==> src/rtl/dlatch_pkg.sv <==
// Shared definitions for the dlatch packer: default pad value, slot ordering
// and the slot decode used to place each incoming word.
package dlatch_pkg;

  localparam logic [31:0] DLATCH_INIT = 32'hDEADBEEF;

  typedef enum logic {LSB_FIRST, MSB_FIRST} slot_order_t;

  // Word k of a packet lands in slot k, or mirrored when MSB-first.
  function automatic int unsigned slot_idx(input int unsigned count,
                                           input int unsigned ratio,
                                           input slot_order_t   order);
    return (order == MSB_FIRST) ? (ratio - 1 - count) : count;
  endfunction

endpackage

==> src/rtl/dlatch_pack.sv <==
// Packs Ratio narrow words into one wide word behind a valid/ready handshake,
// with selectable slot order and partial-packet flush padded from Init.
module dlatch_pack
  import dlatch_pkg::*;
#(
  parameter int                       InWidth  = 16,
  parameter int                       Ratio    = 2,
  parameter logic [InWidth*Ratio-1:0] Init     = DLATCH_INIT,
  parameter bit                       MsbFirst = 1'b0
) (
  input  logic                       Clk_i,
  input  logic                       Reset_i,
  input  logic                       Wen_i,
  input  logic [InWidth-1:0]         Data_i,
  input  logic                       Flush_i,
  output logic                       Ready_o,
  output logic                       Valid_o,
  input  logic                       Ready_i,
  output logic [InWidth*Ratio-1:0]   Data_o,
  output logic [$clog2(Ratio+1)-1:0] Count_o
);

  localparam int          W       = InWidth * Ratio;
  localparam int          CW      = $clog2(Ratio + 1);
  localparam logic [CW-1:0] LAST  = CW'(Ratio - 1);
  localparam slot_order_t ORDER   = MsbFirst ? MSB_FIRST : LSB_FIRST;
  localparam bit          FLUSHEN = (Ratio > 1);

  logic [W-1:0]  r_data;
  logic [CW-1:0] r_count;
  logic          r_valid;

  logic          w_acc;
  logic          w_last;
  logic          w_flush;
  logic          w_done;
  int unsigned   w_slot;
  logic [W-1:0]  w_next;

  assign Ready_o = !Reset_i && (!r_valid || Ready_i);
  assign w_acc   = Wen_i && Ready_o;
  assign w_last  = w_acc && (r_count == LAST);
  // A word written alongside the flush counts toward a non-empty packet.
  assign w_flush = FLUSHEN && Flush_i && Ready_o && ((r_count != '0) || w_acc);
  assign w_done  = w_last || w_flush;
  assign w_slot  = slot_idx(int'(r_count), Ratio, ORDER);

  always_comb begin
    w_next = (r_count == '0) ? Init : r_data;
    w_next[w_slot*InWidth +: InWidth] = Data_i;
  end

  always_ff @(posedge Clk_i) begin
    if (Reset_i) begin
      r_data  <= Init;
      r_count <= '0;
      r_valid <= 1'b0;
    end else begin
      if (w_acc)
        r_data <= w_next;
      if (w_done)
        r_count <= '0;
      else if (w_acc)
        r_count <= r_count + CW'(1);
      if (w_done)
        r_valid <= 1'b1;
      else if (Ready_i)
        r_valid <= 1'b0;
    end
  end

  assign Valid_o = r_valid;
  assign Data_o  = r_data;
  assign Count_o = r_count;

endmodule
==> config.mk <==
export PLATFORM = sky130hd
export DESIGN_NAME = dlatch_pack
export DESIGN_NICKNAME = d
export VERILOG_FILES = /design/src/rtl/dlatch_pkg.sv /design/src/rtl/dlatch_pack.sv
export SDC_FILE = /design/constraint.sdc
export NUM_CORES = 1
export LEC_CHECK = 0
export ABC_AREA = 1
export CORE_ASPECT_RATIO = 0.75
export CORE_MARGIN = 4
export CORE_UTILIZATION = 47
export CTS_CLUSTER_SIZE = 28
export DETAILED_ROUTE_END_ITERATION = 10
export PLACE_DENSITY = 0.85
export SETUP_SLACK_MARGIN = 0.4
export SYNTH_ARGS = -nofsm -noshare
export SYNTH_HDL_FRONTEND = slang
export SYNTH_SLANG_ARGS = --single-unit
==> constraint.sdc <==
create_clock -name Clk_i -period 5.2 [get_ports Clk_i]
set_clock_uncertainty 0.15 [all_clocks]
set_input_delay 0.52 -clock Clk_i [delete_from_list [all_inputs] [get_ports Clk_i]]
set_output_delay 0.52 -clock Clk_i [all_outputs]
set_load 0.02 [all_outputs]
# Word level (Yosys, flattened, before mapping)
# Index checks and enable logic that the tools add are counted.
# op_classes
n_reduce_logical	14
n_lt_le_gt_ge	0
n_mux	4
n_mul	0
addsub	2
n_shift	2
bitwise	0
n_div	0
eq_ne	1
# op_table
op	n
negator 6 -> 34 bit	1
variable shift 16 x 34 -> 32 bit (first input constant)	1
indexed part select 16 x 34 -> 32 bit	1
bitwise mux 32 bit	1
two-way mux 32 bit	1
logical AND 1 bit	5
nonzero test 2 bit	2
logical OR 1 bit	3
adder 2 x 1 -> 2 bit (second input constant)	1
equality test 2 x 1 -> 1 bit (second input constant)	1
zero test 1 bit	2
zero test 2 bit	1
two-way mux 1 bit	2
OR reduction 2 bit	1
# totals
mem_bits_rw	0
word_cells	26
mem_bits_ro	0
input_bits	21
regBits	35
latch_bits	0
mem_count	0

# Longest topological paths before layout
# depth
word_depth	8
mapped_depth	9
ltp_nobuf	9

# Least setup slack after synthesis
# Ideal clock, no wire load.
# synth_path
path_type	register to register
from	register r_count[0], in the netlist Count_o[0]
to	register r_data[10], in the netlist Data_o[10]
setup_slack_ns	3.399
path_stages_with_launch	7
t_arrival_ns	1.590
period_less_slack_ns	1.801
n_path_buf	1
cell_sequence	dfxtp_1 > inv_1 > ha_1 > nor3_2 > buf_4 > nand4_1 > nand3_1
# synth_via
elab_chain_len	3
word_cells_on_any_way	6
# synth_lines
item	line_no	rtl
from (decl)	dlatch_pack.sv:30	logic [CW-1:0] r_count;
from (signal assigned)	dlatch_pack.sv:64	r_count <= r_count + CW'(1);
negator 6 -> 34 bit or zero test 2 bit (tied branches)	dlatch_pack.sv:50, dlatch_pack.sv:49	
indexed part select 16 x 34 -> 32 bit (tied with other cells)	dlatch_pack.sv:50	w_next[w_slot*InWidth +: InWidth] = Data_i;
bitwise mux 32 bit *	dlatch_pack.sv:50	
to (signal assigned)	dlatch_pack.sv:55	r_data <= Init;
to (signal assigned)	dlatch_pack.sv:60	r_data <= w_next;
to (decl)	dlatch_pack.sv:29	logic [W-1:0] r_data;
# Every way passes the cells marked *; elsewhere a longest branch is shown, timed or not.
# A chain may end at the register's enable or synchronous reset.

# Worst setup path after layout
# layout_path
from	input Reset_i
to	output Ready_o
# layout_via
elab_chain_len	2
# layout_lines
item	line_no	rtl
from (decl)	dlatch_pack.sv:12	input logic Reset_i,
zero test 1 bit	dlatch_pack.sv:40	assign Ready_o = !Reset_i && (!r_valid || Ready_i);
logical AND 1 bit	dlatch_pack.sv:40	
to (decl)	dlatch_pack.sv:16	output logic Ready_o,
# No other way between the ends.

==> run_results.csv <==
group,metric,value,unit
outcome,outcome,"completed",
power_and_ir_drop,leakagePower,0.960,nW
cells_and_area,fillers,268,
global_route,grt_max_degree,32,
clock_network,cts-root-buf,"clkbuf_8",
cells_and_area,fin_nets,295,
place,dp_hpwl,2870,um
worst_setup_path,worst_path_largest_cell_delay,0.67,ns
worst_setup_path,cp_top_family,"buffers and inverters",
cells_and_area,antenna_cells,0,
logic_synthesis,yosys.area.top_type,"dfxtp_1",
worst_setup_path,crit_start,"Reset_i",
timing,hold_slack,0.312,ns
timing,hold_viol,0,
worst_setup_path,path_cells,"clkdlybuf4s50_1, a21oi_1, clkdlybuf4s50_1",
logic_synthesis,synth_seq_cells,35,
global_route,grt_pass1_vias,1398,
die,ios,57,
clock_network,post_cts.repair.setup_buffers,0,
die,die-area,4350,um2
worst_setup_path,rr_startpoint,"Count_o[0]",
power_and_ir_drop,power_density,288,nW/um2
timing,fin_crit_sh,52.0,%
clock_network,cts_buffers,5,
timing,rsz0062_at_grt,"no",
clock_network,htreeDepth,2,
detailed_routing,wl,3900,um
detailed_routing,detail-route-antenna-nets,0,
worst_setup_path,startpoint_type,"input pin",
timing,tightest_slew,0.692,ns
clock_network,cts_resized,0,
timing,fmax,0.370,GHz
power_and_ir_drop,peakVddDrop,0.239,mV
timing,max-slew-margin-rel,53.6,%
logic_synthesis,yosysWarnings,0,
place,pre_cts_ws,2.47,ns
flow_run,maxCapViolations,0,
worst_setup_path,worst-r2r-setup-slack,3.00,ns
detailed_routing,drt-pass1-iter-count,4,
clock_network,cts_tree,"built",
timing,finalSetupViolCount,0,
detailed_routing,num_vias,1503,
logic_synthesis,synth_nets,244,
timing,setup_slack,2.50,ns
clock_network,cts_sinks,35,
worst_setup_path,critPathKind,"input pin to output pin",
global_route,overflow,0,
detailed_routing,drc,0,
logic_synthesis,synth.area.top_cells,"dfxtp_1 (44%), nand2_1 (20%), nand3_1 (8.9%)",
worst_setup_path,worst-path-max-fanout,7,
worst_setup_path,worstPathArrival,2.03,ns
place,numPortBuffers,56,
timing,tns,0,ns
detailed_routing,drtIter0Drc,124,
cells_and_area,fin_cells,309,
worst_setup_path,r2r_end,"Data_o[27]",
detailed_routing,via_per_inst,4.86,
die,die_h,58.2,um
die,start_util,51.1,%
clock_network,cts.path.max_buffers,2,
worst_setup_path,critPathBufInv,2,
logic_synthesis,synth.distinct_cells,20,
die,core.rowCount,17,
place,place.gp.congestion,0.868,
min_path,hold_class,"flop to flop",
worst_setup_path,end_kind,"output pin",
worst_setup_path,path_common_cell,"clkdlybuf4s50_1",
timing,slew_violations,0,
cells_and_area,area_delta_synth_final,38.7,%
cells_and_area,layout-drive-gt1-share,5.54,%
clock_network,clk_latency,0.29,ns
worst_setup_path,crit_end,"Ready_o",
power_and_ir_drop,p_total,0.629,mW
timing,timing.final.crit_period,2.70,ns
logic_synthesis,synth_top_area_share,44.4,%
die,die_w,74.9,um
clock_network,path_clk_slew,0.07,ns
detailed_routing,wl_per_cell,12.6,um
worst_setup_path,critical_path_cell_count,3,
die,core_area,3080,um2
worst_setup_path,cp.required,4.53,ns
global_route,antenna_found_initial,0,
worst_setup_path,r2r_cells,7,
logic_synthesis,avgSynthCellArea,7.20,um2
logic_synthesis,ys_seq_area_share,44.4,%
logic_synthesis,syn_area,1580,um2
global_route,grt_pass1_wl,6470,um
worst_setup_path,slowest_stage,"clkdlybuf4s50_1",
clock_network,hold_buffers,0,
place,placed_cells,301,
logic_synthesis,syn_inst,219,
global_route,grt.total_usage,19.7,%
[flip-flops by register name, summed over array words and instances (netlist names)]
name     cells
Count_o      2
Valid_o      1
Data_o      32
[metrics by stage]
step / instance area [um2] / utilization, %
after floorplan: 1580 / -
after global placement: 2100 / 68.2
after detailed placement: 2100 / 68.2
after CTS: 2190 / 70.9
after global routing: 2190 / 70.9
final: 2190 / 70.9
[worst min-delay path by stage]
stage / startpoint / to / slack, ns / cells past startpoint
floorplan: Data_o[29] / Data_o[29] / 0.38 / 2
global placement: Data_o[29] / Data_o[29] / 0.30 / 2
detailed placement: Data_o[29] / Data_o[29] / 0.31 / 2
CTS: Data_o[29] / Data_o[29] / 0.31 / 2
global route: Data_o[16] / Data_o[16] / 0.35 / 2
finish: Data_o[29] / Data_o[29] / 0.31 / 2
[worst min-delay path: stages, from the launching register on]
cell and delay (ns):
dfxtp_1 0.31, nand2_1 0.06, a21oi_1 0.05
[kinds of logic after synthesis]
group | share of synthesized area, %
AO/OA/AOI/OAI | 2.86
adder cells (fa/ha/maj) | 3.17
buffers and inverters | 9.13
flip-flops | 44.4
AND/OR/NAND/NOR | 40.4
[cell usage in the layout, fill, tap and decap left out]
| cell | instances |
|---|---|
| clkbuf_1 | 2 |
| nand4_1 | 14 |
| clkinv_2 | 1 |
| dfxtp_1 | 35 |
| nand2_2 | 1 |
| inv_1 | 13 |
| nand2_4 | 1 |
| clkbuf_8 | 5 |
| nor3_1 | 1 |
| nor2_1 | 12 |
| nor3_2 | 1 |
| nor2_4 | 1 |
| nand2_1 | 82 |
| clkdlybuf4s50_1 | 56 |
| nand3_1 | 28 |
| inv_2 | 4 |
| o21ai_0 | 1 |
| ha_1 | 4 |
| nand4_2 | 1 |
| a21oi_1 | 8 |
[area by class of cell]
type | instances | area [um2] | share of cell area (%)
multi-input cells | 155 | 732 | 33.5
well taps | 38 | 47.5 | 2.18
flip-flops and latches | 35 | 701 | 32.1
inverters | 17 | 63.8 | 2.92
repair buffers | 56 | 561 | 25.6
clock inverters | 1 | 5.00 | 0.229
clock buffers | 7 | 76.3 | 3.49
[power by group]
part | internal, mW | total [mW] | switching, mW
logic | 0.0641 | 0.145 | 0.0813
registers | 0.286 | 0.296 | 0.0102
clock network | 0.0938 | 0.187 | 0.0934
[Yosys cell counts]
library cell,count
a21oi_1,8
buf_2,4
buf_4,4
buf_6,2
clkbuf_1,2
dfxtp_1,35
ha_1,4
inv_1,13
inv_2,4
nand2_1,82
nand2_2,1
nand2_4,1
nand3_1,28
nand4_1,14
nand4_2,1
nor2_1,12
nor2_4,1
nor3_1,1
nor3_2,1
o21ai_0,1
[routing by layer]
layer,track usage [%],up-vias,share of wire [%]
met2,25.8,56,42
li1,-,804,-
met1,27.9,636,48
met3,6.59,7,7.8
met4,10.4,0,1.9
met5,0,-,0
Note: power is estimated with default switching activity, not from simulation.
